### config.mk
export PLATFORM = sky130hd
export DESIGN_NAME = stage0_flat
export DESIGN_NICKNAME = d
export VERILOG_FILES = /design/src/rtl/stage0_pkg.sv /design/src/rtl/stage0_if.sv /design/src/rtl/stage0_fetch_buf.sv /design/src/rtl/stage0.sv /design/src/flat_wrapper.sv
export SDC_FILE = /design/constraint.sdc
export NUM_CORES = 1
export LEC_CHECK = 0
export ABC_CLOCK_PERIOD_IN_PS = 4650
export CORE_ASPECT_RATIO = 0.6
export CORE_UTILIZATION = 47
export DETAILED_ROUTE_END_ITERATION = 10
export HOLD_SLACK_MARGIN = 0.05
export PLACE_DENSITY = 0.8
export SYNTH_ARGS = -nofsm -noshare
export SYNTH_HDL_FRONTEND = slang
export SYNTH_SLANG_ARGS = --single-unit
### constraint.sdc
create_clock -name clk -period 4.65 [get_ports clk]
set_input_delay 0.465 -clock clk [delete_from_list [all_inputs] [get_ports clk]]
set_output_delay 0.465 -clock clk [all_outputs]
set_load 0.02 [all_outputs]
### src/rtl/stage0_pkg.sv
// Shared definitions for the axis_cpu fetch stage: default widths, the age
// saturation constant and the instruction byte type.
package stage0_pkg;

  localparam int DEF_PC_WIDTH    = 10;
  localparam int DEF_COUNT_WIDTH = 6;
  localparam int DEF_COUNT_MAX   = (1 << DEF_COUNT_WIDTH) - 1;
  localparam int INSTR_WIDTH     = 8;

  typedef logic [INSTR_WIDTH-1:0] instr_t;

endpackage

### src/rtl/stage0_if.sv
// Instruction-memory read port plus the decode-side valid/ready channel of
// the fetch stage. The master is the fetch stage; the slave is memory and decode.
interface stage0_if
  import stage0_pkg::*;
#(
  parameter int PC_WIDTH    = DEF_PC_WIDTH,
  parameter int COUNT_WIDTH = DEF_COUNT_WIDTH
);

  logic [PC_WIDTH-1:0]    inst_rd_addr;
  logic                   inst_rd_en;
  instr_t                 inst_rd_data;
  instr_t                 instr_out;
  logic [COUNT_WIDTH-1:0] ocount;
  logic                   PC_en;
  logic                   next_rdy;
  logic                   vld;

  modport master (
    output inst_rd_addr, inst_rd_en, instr_out, ocount, PC_en, vld,
    input  inst_rd_data, next_rdy
  );

  modport slave (
    input  inst_rd_addr, inst_rd_en, instr_out, ocount, PC_en, vld,
    output inst_rd_data, next_rdy
  );

endinterface

### src/rtl/stage0_fetch_buf.sv
// Two-entry instruction FIFO with per-entry saturating age counters and a
// synchronous flush. Entry 0 is always the head.
module fetch_buf
  import stage0_pkg::*;
#(
  parameter int COUNT_WIDTH = DEF_COUNT_WIDTH
) (
  input  logic                   clk,
  input  logic                   rst,
  input  logic                   flush,
  input  logic                   push,
  input  instr_t                 push_data,
  input  logic                   pop,
  output instr_t                 head_data,
  output logic [COUNT_WIDTH-1:0] head_count,
  output logic [1:0]             occ
);

  localparam logic [COUNT_WIDTH-1:0] COUNT_MAX = {COUNT_WIDTH{1'b1}};
  localparam logic [COUNT_WIDTH-1:0] COUNT_ONE = COUNT_WIDTH'(1);

  function automatic logic [COUNT_WIDTH-1:0] age(input logic [COUNT_WIDTH-1:0] c);
    return (c == COUNT_MAX) ? c : c + COUNT_ONE;
  endfunction

  // A returning byte is one cycle old during its return cycle and ages at the push edge.
  localparam logic [COUNT_WIDTH-1:0] PUSH_COUNT = (COUNT_ONE == COUNT_MAX) ? COUNT_ONE
                                                                           : COUNT_ONE + COUNT_ONE;

  instr_t [1:0]                  data_q, data_d;
  logic   [1:0][COUNT_WIDTH-1:0] count_q, count_d;
  logic   [1:0]                  occ_q, occ_d;

  // NOTE: every always_comb output gets a default first so no path leaves it unassigned (no latch).
  always_comb begin
    data_d     = data_q;
    count_d[0] = age(count_q[0]);
    count_d[1] = age(count_q[1]);
    occ_d      = occ_q;
    unique case ({push, pop})
      2'b10: begin
        if (occ_q == 2'd0) begin
          data_d[0]  = push_data;
          count_d[0] = PUSH_COUNT;
        end else begin
          data_d[1]  = push_data;
          count_d[1] = PUSH_COUNT;
        end
        occ_d = occ_q + 2'd1;
      end
      2'b01: begin
        data_d[0]  = data_q[1];
        count_d[0] = age(count_q[1]);
        occ_d      = occ_q - 2'd1;
      end
      2'b11: begin
        if (occ_q == 2'd1) begin
          data_d[0]  = push_data;
          count_d[0] = PUSH_COUNT;
        end else begin
          data_d[0]  = data_q[1];
          count_d[0] = age(count_q[1]);
          data_d[1]  = push_data;
          count_d[1] = PUSH_COUNT;
        end
      end
      default: ;
    endcase
    if (flush) occ_d = 2'd0;
  end

  // NOTE: the FIFO storage is reset too, so instr_out/ocount read zero straight out of reset.
  // NOTE: state registers use non-blocking assignments so all of them update together at the edge.
  always_ff @(posedge clk) begin
    if (rst) begin
      data_q  <= '0;
      count_q <= '0;
      occ_q   <= 2'd0;
    end else begin
      data_q  <= data_d;
      count_q <= count_d;
      occ_q   <= occ_d;
    end
  end

  assign head_data  = data_q[0];
  assign head_count = count_q[0];
  assign occ        = occ_q;

endmodule

### src/rtl/stage0.sv
// Fetch stage of the axis_cpu pipeline: PC, in-flight tracking and issue
// control in front of a synchronous-read instruction memory.
module stage0
  import stage0_pkg::*;
#(
  parameter int PC_WIDTH    = DEF_PC_WIDTH,
  parameter int COUNT_WIDTH = DEF_COUNT_WIDTH
) (
  input  logic                clk,
  input  logic                rst,
  input  logic                branch_mispredict,
  input  logic [PC_WIDTH-1:0] branch_target,
  stage0_if.master            bus
);

  logic [PC_WIDTH-1:0] pc_q, pc_d;
  logic                inflight_q, inflight_d;
  logic [1:0]          occ;
  logic [2:0]          pending;
  logic                pop;
  logic                issue;

  assign bus.vld = (occ != 2'd0);
  assign pop     = bus.vld && bus.next_rdy && !branch_mispredict;

  // Entries that will be resident or returning after this edge if nothing new is issued.
  assign pending = {1'b0, occ} + {2'b00, inflight_q} - {2'b00, pop};
  assign issue   = !rst && !branch_mispredict && (pending < 3'd2);

  assign bus.inst_rd_en   = issue;
  assign bus.PC_en        = issue;
  assign bus.inst_rd_addr = issue ? pc_q : '0;

  always_comb begin
    pc_d       = pc_q;
    inflight_d = issue;
    if (branch_mispredict) pc_d = branch_target;
    else if (issue)        pc_d = pc_q + PC_WIDTH'(1);
  end

  always_ff @(posedge clk) begin
    if (rst) begin
      pc_q       <= '0;
      inflight_q <= 1'b0;
    end else begin
      pc_q       <= pc_d;
      inflight_q <= inflight_d;
    end
  end

  fetch_buf #(
    .COUNT_WIDTH (COUNT_WIDTH)
  ) u_fetch_buf (
    .clk        (clk),
    .rst        (rst),
    .flush      (branch_mispredict),
    .push       (inflight_q),
    .push_data  (bus.inst_rd_data),
    .pop        (pop),
    .head_data  (bus.instr_out),
    .head_count (bus.ocount),
    .occ        (occ)
  );

endmodule

### src/flat_wrapper.sv
// flat-port wrapper written by rule: the top's interface ports become plain ports
module stage0_flat import stage0_pkg::*;
#(
  parameter int PC_WIDTH    = DEF_PC_WIDTH,
  parameter int COUNT_WIDTH = DEF_COUNT_WIDTH
)
  (clk, rst, branch_mispredict, branch_target, bus_inst_rd_addr, bus_inst_rd_en, bus_instr_out, bus_ocount, bus_PC_en, bus_vld, bus_inst_rd_data, bus_next_rdy);
  stage0_if #(.PC_WIDTH(PC_WIDTH), .COUNT_WIDTH(COUNT_WIDTH)) bus_i ();
  input  logic clk;
  input  logic rst;
  input  logic branch_mispredict;
  input  logic [PC_WIDTH-1:0] branch_target;
  output wire logic [$bits(bus_i.inst_rd_addr)-1:0] bus_inst_rd_addr;
  output wire logic [$bits(bus_i.inst_rd_en)-1:0] bus_inst_rd_en;
  output wire logic [$bits(bus_i.instr_out)-1:0] bus_instr_out;
  output wire logic [$bits(bus_i.ocount)-1:0] bus_ocount;
  output wire logic [$bits(bus_i.PC_en)-1:0] bus_PC_en;
  output wire logic [$bits(bus_i.vld)-1:0] bus_vld;
  input wire logic [$bits(bus_i.inst_rd_data)-1:0] bus_inst_rd_data;
  input wire logic [$bits(bus_i.next_rdy)-1:0] bus_next_rdy;
  assign bus_inst_rd_addr = bus_i.inst_rd_addr;
  assign bus_inst_rd_en = bus_i.inst_rd_en;
  assign bus_instr_out = bus_i.instr_out;
  assign bus_ocount = bus_i.ocount;
  assign bus_PC_en = bus_i.PC_en;
  assign bus_vld = bus_i.vld;
  assign bus_i.inst_rd_data = bus_inst_rd_data;
  assign bus_i.next_rdy = bus_next_rdy;
  stage0 #(.PC_WIDTH(PC_WIDTH), .COUNT_WIDTH(COUNT_WIDTH)) u_core (.clk(clk), .rst(rst), .branch_mispredict(branch_mispredict), .branch_target(branch_target), .bus(bus_i));
endmodule
Word-level counts from Yosys, hierarchy flattened:

Cells that the tools add are included.

* bits in registers: 41
* input bits: 22
* output and inout port bits: 27
* word-level logic and storage cells: 57

* $add $sub $neg: 7
* order comparisons: 1
* equality and inequality tests: 9
* multiplexer cells: 18
* reductions and logical operators: 15

Operators with widths (count)
* $mux 6: 6
* $mux 8: 4
* $mux 10: 3
* $pmux 8 s3: 1
* $pmux 6 s3: 1
* $pmux 8 s2: 1
* $add 6x1->6 const B: 2
* $eq 6x6->1 const B: 2
* $pmux 6 s2: 1
* $add 10x1->10 const B: 1
* $reduce_bool 2->1: 4
* $ne 2x2->1 const B: 3
* $eq 2x1->1 const B: 2
* $eq 2x2->1 const B: 2
* $logic_and 1x1->1: 4
* $pmux 2 s2: 1
* $add 2x1->3: 1
* $lt 3x2->1 const B: 1
* $reduce_and 3->1: 1
* $reduce_bool 3->1: 1
* $sub 3x1->3: 1
* $add 2x1->2 const B: 1
* $logic_not 1->1: 2
* $logic_not 2->1: 1
* 3 further kinds: 3

Longest topological paths before layout:

Gate-level depths: netlist of the first run.

* depth in word-level cells: 8
* gate-level depth with buffers: 11
* mapped depth without buffers: 11

By module:

Synthesis of the first run repeated with hierarchy kept, for this count alone.

* cells, all modules: 276
* area total of the unflattened synthesis: 2387.3 um^2

By module, submodules not included
* fetch_buf: times used 1, cells each 182, area an instance 1605.3 um^2, seq. area each 600.6 um^2
* stage0: times used 1, cells each 94, area an instance 782.0 um^2, seq. area each 220.2 um^2

Worst setup path after synthesis of the first run:

Ideal clock, no wire load.

* path type: input to output
* start: input port branch_mispredict
* end: output port bus_inst_rd_en
* arrival: 3.203 ns
* required time: 4.185 ns
* slack: 0.982 ns
* stages on the path: 11
* buffers on the path: 3
* path through: clkbuf_1 inv_1 clkbuf_1 nand3_1 ha_1 nand2_1 fa_1 xnor2_4 nand2_1 nor3_1 buf_4

* cells in the longest elaborated chain, start to end: 5
* elaborated cells on any way between the ends: 6
* those cells by class: add/sub: 1; order compare: 1; reduce/logical: 4

RTL lines
* from (decl): line flat_wrapper.sv:11 `input logic branch_mispredict;`
* $logic_not 1->1 (*): line stage0.sv:24, stage0.sv:28
* $logic_and 1x1->1: line stage0.sv:24 `assign pop = bus.vld && bus.next_rdy && !branch_mispredict;`
* $sub 3x1->3: line stage0.sv:27 `assign pending = {1'b0, occ} + {2'b00, inflight_q} - {2'b00, pop};`
* $lt 3x2->1: line stage0.sv:28 `assign issue = !rst && !branch_mispredict && (pending < 3'd2);`
* $logic_and 1x1->1 (*): line stage0.sv:28
* to (decl): line flat_wrapper.sv:14 `output wire logic [$bits(bus_i.inst_rd_en)-1:0] bus_inst_rd_en;`

Every way passes the cells marked *; elsewhere a longest branch is shown, timed or not.

Worst setup path after layout of the first run:

* start: register u_core.u_fetch_buf.occ_q[1], in the netlist u_core.u_fetch_buf.occ[1]
* end: output port bus_inst_rd_addr[7]

* cells in the longest elaborated chain, start to end: 7
* elaborated cells on any way between the ends: 8
* those cells by class: add/sub: 2; order compare: 1; mux: 1; reduce/logical: 4

RTL lines
* from (decl): line stage0_fetch_buf.sv:32 `logic [1:0] occ_q, occ_d;`
* from (signal assigned): line stage0_fetch_buf.sv:78 `occ_q <= 2'd0;`
* from (signal assigned): line stage0_fetch_buf.sv:82 `occ_q <= occ_d;`
* parallel branches: the longest is 3 deep, another holds $add 2x1->3
* $sub 3x1->3 (*): line stage0.sv:27
* $lt 3x2->1 (*): line stage0.sv:28
* $logic_and 1x1->1 (*): line stage0.sv:28
* $mux 10 (*): line stage0.sv:32 `assign bus.inst_rd_addr = issue ? pc_q : '0;`
* to (decl): line flat_wrapper.sv:13 `output wire logic [$bits(bus_i.inst_rd_addr)-1:0] bus_inst_rd_addr;`

Every way passes the cells marked *.

==> results of run 1 <==
[metal layers]
metal  up-vias  routed length (um)
met5         -                   0
met4         0                  51
met3         5                 299
met2        53                2110
met1       924                2550
li1       1002                   -
[cell families after synthesis]
| group | share of synthesized area [%] |
|---|---|
| and+or+nand+nor | 23.4 |
| buffers and inverters | 8.29 |
| xor gates and xnor gates | 5.44 |
| DFF | 36.0 |
| adders and majority gates | 6.37 |
| muxes | 4.83 |
| AOI/OAI and AO/OA | 15.7 |
[state kept, by name, indices dropped and copies added, names as in the netlist]
| signal | cells |
|---|---|
| u_core.pc_q | 10 |
| u_core.u_fetch_buf.head_data | 8 |
| u_core.u_fetch_buf.data_q | 8 |
| u_core.u_fetch_buf.head_count | 6 |
| u_core.u_fetch_buf.count_q | 6 |
| u_core.u_fetch_buf.occ | 2 |
| u_core.inflight_q | 1 |
[cell type report]
type | count | share of cell area [%]
clock buffer | 5 | 2.42
timing repair buffer | 52 | 17.9
sequential | 41 | 28.8
tap | 63 | 2.77
inverter | 8 | 1.05
multi-input combinational | 190 | 44.6
clock inverter | 3 | 2.42
[stage by stage]
stage / hold WS (ns) / worst slack, ns / std cells / area (um^2)
floorplan: 0.461 / 0.982 / 266 / 2280
global placement: 0.474 / 0.764 / 354 / 2710
detailed placement: 0.484 / 0.655 / 354 / 2710
CTS: 0.503 / 0.541 / 362 / 2850
global route: 0.530 / 0.278 / 362 / 2850
finish: 0.500 / 0.539 / 362 / 2850
[how the worst min path moves through the flow]
stage | end | slack, ns | depth (start not counted)
floorplan | u_core.u_fetch_buf.data_q[10] | 0.46 | 2
global placement | u_core.u_fetch_buf.data_q[15] | 0.47 | 2
detailed placement | u_core.u_fetch_buf.data_q[15] | 0.48 | 2
CTS | u_core.u_fetch_buf.head_data[0] | 0.50 | 2
global route | u_core.u_fetch_buf.data_q[15] | 0.53 | 2
finish | u_core.u_fetch_buf.head_data[0] | 0.50 | 2
[synth_stat cells, types with 3 or more instances]
| cell type | instances |
|---|---|
| dfxtp_1 | 41 |
| nor2_1 | 41 |
| and3_1 | 16 |
| a211oi_1 | 15 |
| buf_4 | 15 |
| nand2_1 | 12 |
| clkbuf_1 | 11 |
| mux2i_1 | 11 |
| ha_1 | 10 |
| a22oi_1 | 9 |
| nand3_1 | 9 |
| inv_1 | 8 |
| o21ai_0 | 7 |
| xor2_1 | 6 |
| nor3_1 | 5 |
| xnor2_1 | 5 |
| or3_1 | 4 |
| a21oi_1 | 3 |
| a31oi_1 | 3 |
| nand4_1 | 3 |
[worst reg2reg max path: cells and delay by family (launching register included)]
family | cells | cell delay (ns)
AO/OA/AOI/OAI | 1 | 0.28
adder cells (fa/ha/maj) | 3 | 1.21
AND/OR/NAND/NOR | 5 | 1.02
buffers and inverters | 2 | 0.19
flip-flops | 1 | 0.52
[report_power, final]
part	switching, uW	internal (uW)	total (uW)
registers	23.6	379	403
logic	104	97.4	201
clock network	127	216	343
total	255	692	947
==> flow_summary.ini, run 1 <==
[setup_path]
worst-path-max-fanout = 11
end_kind = output pin
crit_start = u_core.u_fetch_buf.occ[1]
required_ns = 4.18
critical_path_class = flop to output pin
cp-start-kind = flop
critPathMaxStageDelay_ns = 0.61
worstReg2RegStart = u_core.u_fetch_buf.occ[1]
path_cells = inv_1 -> ha_1 -> inv_1 -> nand3_1 -> ha_1 -> nand2_1 -> fa_1 -> nor3b_1 -> buf_4 -> and3_1 -> clkdlybuf4s50_1
r2r_setup_slack_ns = 1.32
crit_slowest_cell = clkdlybuf4s50_1
r2r_cells = 11
crit_family = adder cells
crit_cells = 11
r2r_end = u_core.pc_q[9]
arrival_ns = 3.65
crit_buf_inv = 4
critPathCapture = bus_inst_rd_addr[7]

[run]
cap_violations = 0

[clock_network]
hold_buffers = 0
numCtsBuffers = 5
clockRootBuffer = clkbuf_8
clock_latency_ns = 0.29
h-tree-depth = 2
cts_setup_buffers = 0
clkTransAtPathRegs_ns = 0.08
cts_tree = yes
clock_path_buffers = 2
cts_resized = 0
cts_sinks = 41

[synth]
yosys.area.top_type = dfxtp_1
ys_seq_area_share_pct = 36.0
syn_nets = 299
synthDistinctLibCells = 42
synth_edf_count = 0
avgSynthCellArea_um2 = 8.57
ys_warn_count = 0
synth-seq-cells = 41
synth_top_area_share_pct = 36.0
ys_top_cells_by_area = dfxtp_1 (36%), nor2_1 (6.8%), ha_1 (5.5%), a211oi_1 (4.9%), buf_4 (4.9%)
syn-cell-area_mm2 = 0.00228
ys_async_sr_fraction_pct = 0
synthCells = 266
synth_ff_type = dfxtp_1

[floorplan]
die_w_um = 91.9
initial_utilization_pct = 49.4
ios = 49
fp.coreArea_mm2 = 0.00461
die_h_um = 55.9
row_count = 19
die-area_mm2 = 0.00514

[sta]
period_needed_ns = 4.11
fin_skew_ns = 0.00746
fmax_mhz = 243
tns_ns = 0
final_max_slew_viol_count = 0
tightest_slew_ns = 0.924
max_slew_margin_pct = 38.1
rsz0062_at_grt = no
finalSetupViolations = 0
finalCritPeriodShare_pct = 88.4
hold_viol = 0

[route]
vias = 1984
vias_per_cell = 5.48
drt-pass1-iter-count = 6
routed_wl_mm = 5.01
drc = 0
drt_iter0_markers = 107
ant_nets = 0
wire_per_inst_um = 13.8

[run_status]
status = completed

[power]
vdd_drop_max_v = 0.000180
power.leakage_uw = 0.00111
cellPowerDensity_mw_per_mm2 = 333
finalPower_uw = 947

[global_routing]
grt_use_met2_pct = 29.2
use_met3_pct = 5.19
grt_max_degree = 33
grt_use_total_pct = 20.9
grt_overflow = 0
grt_pass1_wl_mm = 8.34
antenna_found_initial = 0
grt.busiest_layer = met1
grt_util_met1_pct = 30.6
grt_pass1_vias = 1741

[layout]
area.growth.synth_to_final_pct = 24.9
fin_nets = 331
multiInputGateArea_mm2 = 0.00127
layout_commonest_cell = clkdlybuf4s50_1
postLayoutCoreUtil_pct = 61.7
fillCellCount = 393
layout.cells.most_common_list = clkdlybuf4s50_1 (48), nor2_1 (41), dfxtp_1 (41), and3_1 (16), a211oi_1 (15)
n_antenna_cell = 0
drive_gt1_share_pct = 5.35
seqCellArea_um2 = 821

[hold_path]
holdCritPathClass = flop to flop
hold_start = u_core.u_fetch_buf.head_data[0]

[placement]
dp_hpwl_mm = 3.76
portBuffers = 48
gp_congestion = 0.849
No activity file was read; power rests on OpenSTA's default activity.
==> inputs of run 2 (changes only) <==
--- a/config.mk
+++ b/config.mk
@@ -9,6 +9,7 @@
 export CORE_ASPECT_RATIO = 0.6
 export CORE_UTILIZATION = 47
 export DETAILED_ROUTE_END_ITERATION = 10
+export GPL_ROUTABILITY_DRIVEN = 0
 export HOLD_SLACK_MARGIN = 0.05
 export PLACE_DENSITY = 0.8
 export SYNTH_ARGS = -nofsm -noshare
==> results of run 2 <==
No change in the layout: final DEF, timing and power equal those of run 1.
==> inputs of run 3 (changes only) <==
--- a/config.mk
+++ b/config.mk
@@ -5,13 +5,14 @@
 export SDC_FILE = /design/constraint.sdc
 export NUM_CORES = 1
 export LEC_CHECK = 0
-export ABC_CLOCK_PERIOD_IN_PS = 4650
+export ABC_AREA = 1
+export ABC_CLOCK_PERIOD_IN_PS = 4500
 export CORE_ASPECT_RATIO = 0.6
 export CORE_UTILIZATION = 47
 export DETAILED_ROUTE_END_ITERATION = 10
 export GPL_ROUTABILITY_DRIVEN = 0
 export HOLD_SLACK_MARGIN = 0.05
-export PLACE_DENSITY = 0.8
+export PLACE_DENSITY = 0.79
 export SYNTH_ARGS = -nofsm -noshare
 export SYNTH_HDL_FRONTEND = slang
 export SYNTH_SLANG_ARGS = --single-unit
==> constraint.sdc (replaced) <==
create_clock -name clk -period 4.5 [get_ports clk]
set_input_delay 0.45 -clock clk [delete_from_list [all_inputs] [get_ports clk]]
set_output_delay 0.45 -clock clk [all_outputs]
set_load 0.01 [all_outputs]
==> run 3 against run 2 <==
Compared with the run above:
- final area rose by 4.7%
- clock-buffer cell count unchanged
- routed wire length increased by 15%
- largest cell class unchanged
- global-route usage is 1.4 points higher
- clock power down 26%
- sequential cell count unchanged
- hold slack worse by 0.042 ns
- critical endpoint is now bus_PC_en
- die area rose by 8.4%
==> flow_summary.ini, run 3 <==
[power]
vdd_drop_max_v = 0.000133
power.leakage_uw = 0.00137
cellPowerDensity_mw_per_mm2 = 289
finalPower_uw = 860

[placement]
portBuffers = 48
dp_hpwl_mm = 4.50
place_ws_ns = 0.678

[sta]
hold_viol = 0
whs_ns = 0.458
finalSetupViolations = 0
tns_ns = 0
worst_slack_ns = 0.638
tightest_slew_ns = 0.651
period_needed_ns = 3.86
fmax_mhz = 259
rsz0062_at_grt = no
finalCritPeriodShare_pct = 85.8
max_slew_margin_pct = 56.6
fin_skew_ns = 0.0119
final_max_slew_viol_count = 0

[synth]
yosys.area.top_type = dfxtp_1
avgSynthCellArea_um2 = 6.62
synth_top_area_share_pct = 33.1
synthDistinctLibCells = 30
ys_seq_area_share_pct = 33.1
syn_nets = 407
synth_ff_type = dfxtp_1
synth_mux_area_share_pct = 0
synth_compound_area_share_pct = 17.2
synth_fa_ha_area_share_pct = 5.86
synthCells = 374
ys_top_cells_by_area = dfxtp_1 (33%), inv_1 (12%), nand2_1 (10%), a21oi_1 (7.1%), ha_1 (5.1%)
synthSimpleGateAreaFrac_pct = 23.1
synth_top_family_by_area = simple AND/OR/NAND/NOR gates
synth_most_common_cell = inv_1
synth_common_cells = inv_1 (76), nand2_1 (69), dfxtp_1 (41)
synth_edf_count = 0
ys_async_sr_fraction_pct = 0
ys_warn_count = 0
syn-cell-area_mm2 = 0.00248
synth-xor-area-share_pct = 1.77
synth-seq-cells = 41

[floorplan]
ios = 49
fp.coreArea_mm2 = 0.00505
die-area_mm2 = 0.00557
initial_utilization_pct = 49.0
die_w_um = 95.7
row_count = 20
die_h_um = 58.2

[route]
ant_nets = 0
drt_iter0_markers = 93
drt-pass1-iter-count = 4
routed_wl_mm = 5.75
drc = 0
vias_per_cell = 4.97
vias = 2363
wire_per_inst_um = 12.1

[setup_path]
critPathMaxStageDelay_ns = 0.56
critical_path_class = flop to output pin
crit_slowest_cell = clkdlybuf4s50_1
critPathMostFrequentCell = inv_1
arrival_ns = 3.41
path_cells = inv_1 -> ha_1 -> inv_1 -> nand3_1 -> ha_1 -> nand2_1 -> fa_1 -> inv_1 -> nor2_1 -> nand2_2 -> inv_2 -> clkdlybuf4s50_1
crit_family = adder cells
cp-start-kind = flop
end_kind = output pin
worst-path-max-fanout = 21
crit_buf_inv = 5
required_ns = 4.05

[global_routing]
antenna_found_initial = 0
use_met3_pct = 5.25
grt_util_met1_pct = 32.6
grt_pass1_vias = 2072
grt_overflow = 0
grt.busiest_layer = met2
grt_max_degree = 24
grt_use_total_pct = 22.3
grt_use_met2_pct = 33.4
grt_pass1_wl_mm = 9.51

[clock_network]
h-tree-depth = 2
clkTransAtPathRegs_ns = 0.09
cts_setup_buffers = 0
clock_path_buffers = 2
cts_resized = 0
clockRootBuffer = clkbuf_8
cts_tree = yes
hold_buffers = 0
numCtsBuffers = 5
clock_latency_ns = 0.30
cts_sinks = 41

[layout]
layout.cells.most_common_list = inv_1 (76), nand2_1 (69), clkdlybuf4s50_1 (48), dfxtp_1 (41), a21oi_1 (35)
layout_commonest_cell = inv_1
fillCellCount = 493
area.growth.synth_to_final_pct = 20.4
fin_nets = 441
multiInputGateArea_mm2 = 0.00119
top_register = u_core.pc_q
largest_reg_flops = 10
postLayoutCoreUtil_pct = 59.0
drive_gt1_share_pct = 4.65
n_antenna_cell = 0
seqCellArea_um2 = 821

[run]
cap_violations = 0

[hold_path]
holdCritPathClass = flop to flop

[run_status]
status = completed
==> run 3: cell types whose count changed after synthesis, sizes merged, moves of 9 or more <==
cell	delta
and3	-16
inv	+71
nand3	+16
mux2i	-11
a21oi	+34
nand2	+58
nor2	-9
a211oi	-15
o21ai	+19
a22oi	-9
==> run 3: cell families after synthesis <==
logic type                 Yosys count
DFF                                 41
buffers and inverters              102
xor gates and xnor gates             5
AOI/OAI and AO/OA                   78
adders and majority gates           11
and+or+nand+nor                    137
==> run 3: worst reg2reg max path, stage by stage (launching register included) <==
cell,delay [ns]
dfxtp_1,0.41
inv_1,0.10
ha_1,0.20
inv_1,0.10
nand3_1,0.16
ha_1,0.35
nand2_1,0.10
fa_1,0.49
inv_1,0.04
nor2_1,0.12
nand2_2,0.25
nand2_1,0.23
inv_1,0.12
a21oi_1,0.16
nor2_1,0.05
==> run 3: area by class of cell <==
type                       instances  area share [%]
sequential                        41            27.5
tap                               66            2.77
inverter                          79            10.1
clock buffer                       5            2.31
multi-input combinational        231            39.8
clock inverter                     3           0.840
timing repair buffer              50            16.6
==> run 3: per-stage QoR <==
| stage | instance area [um^2] | instances |
|---|---|---|
| floorplan | 2480 | 374 |
| global placement | 2890 | 467 |
| detailed placement | 2890 | 467 |
| CTS | 2980 | 475 |
| global route | 2980 | 475 |
| finish | 2980 | 475 |
==> run 3: metal layers <==
metal  vias up  part of all wire [%]
met5         -                     0
met4         0                  0.54
met3         4                   7.7
met2        81                    41
met1      1044                    51
li1       1234                     -
==> run 3: worst paths after layout <==
check / start / to / slack, ns / depth (start not counted)
max: u_core.u_fetch_buf.occ[1] / bus_PC_en / 0.64 / 12
min: u_core.u_fetch_buf.data_q[11] / u_core.u_fetch_buf.data_q[11] / 0.46 / 2
max reg2reg: u_core.u_fetch_buf.occ[1] / u_core.pc_q[4] / 1.51 / 14
min reg2reg: u_core.u_fetch_buf.data_q[11] / u_core.u_fetch_buf.data_q[11] / 0.46 / 2
==> run 3: where the power goes <==
part | leakage [uW] | total (uW) | internal (uW) | switching, uW
Sequential | 0.000337 | 417 | 393 | 24.4
Clock | 0.0000447 | 253 | 112 | 141
Combinational | 0.000986 | 190 | 87.9 | 102
Total | 0.00137 | 860 | 593 | 268
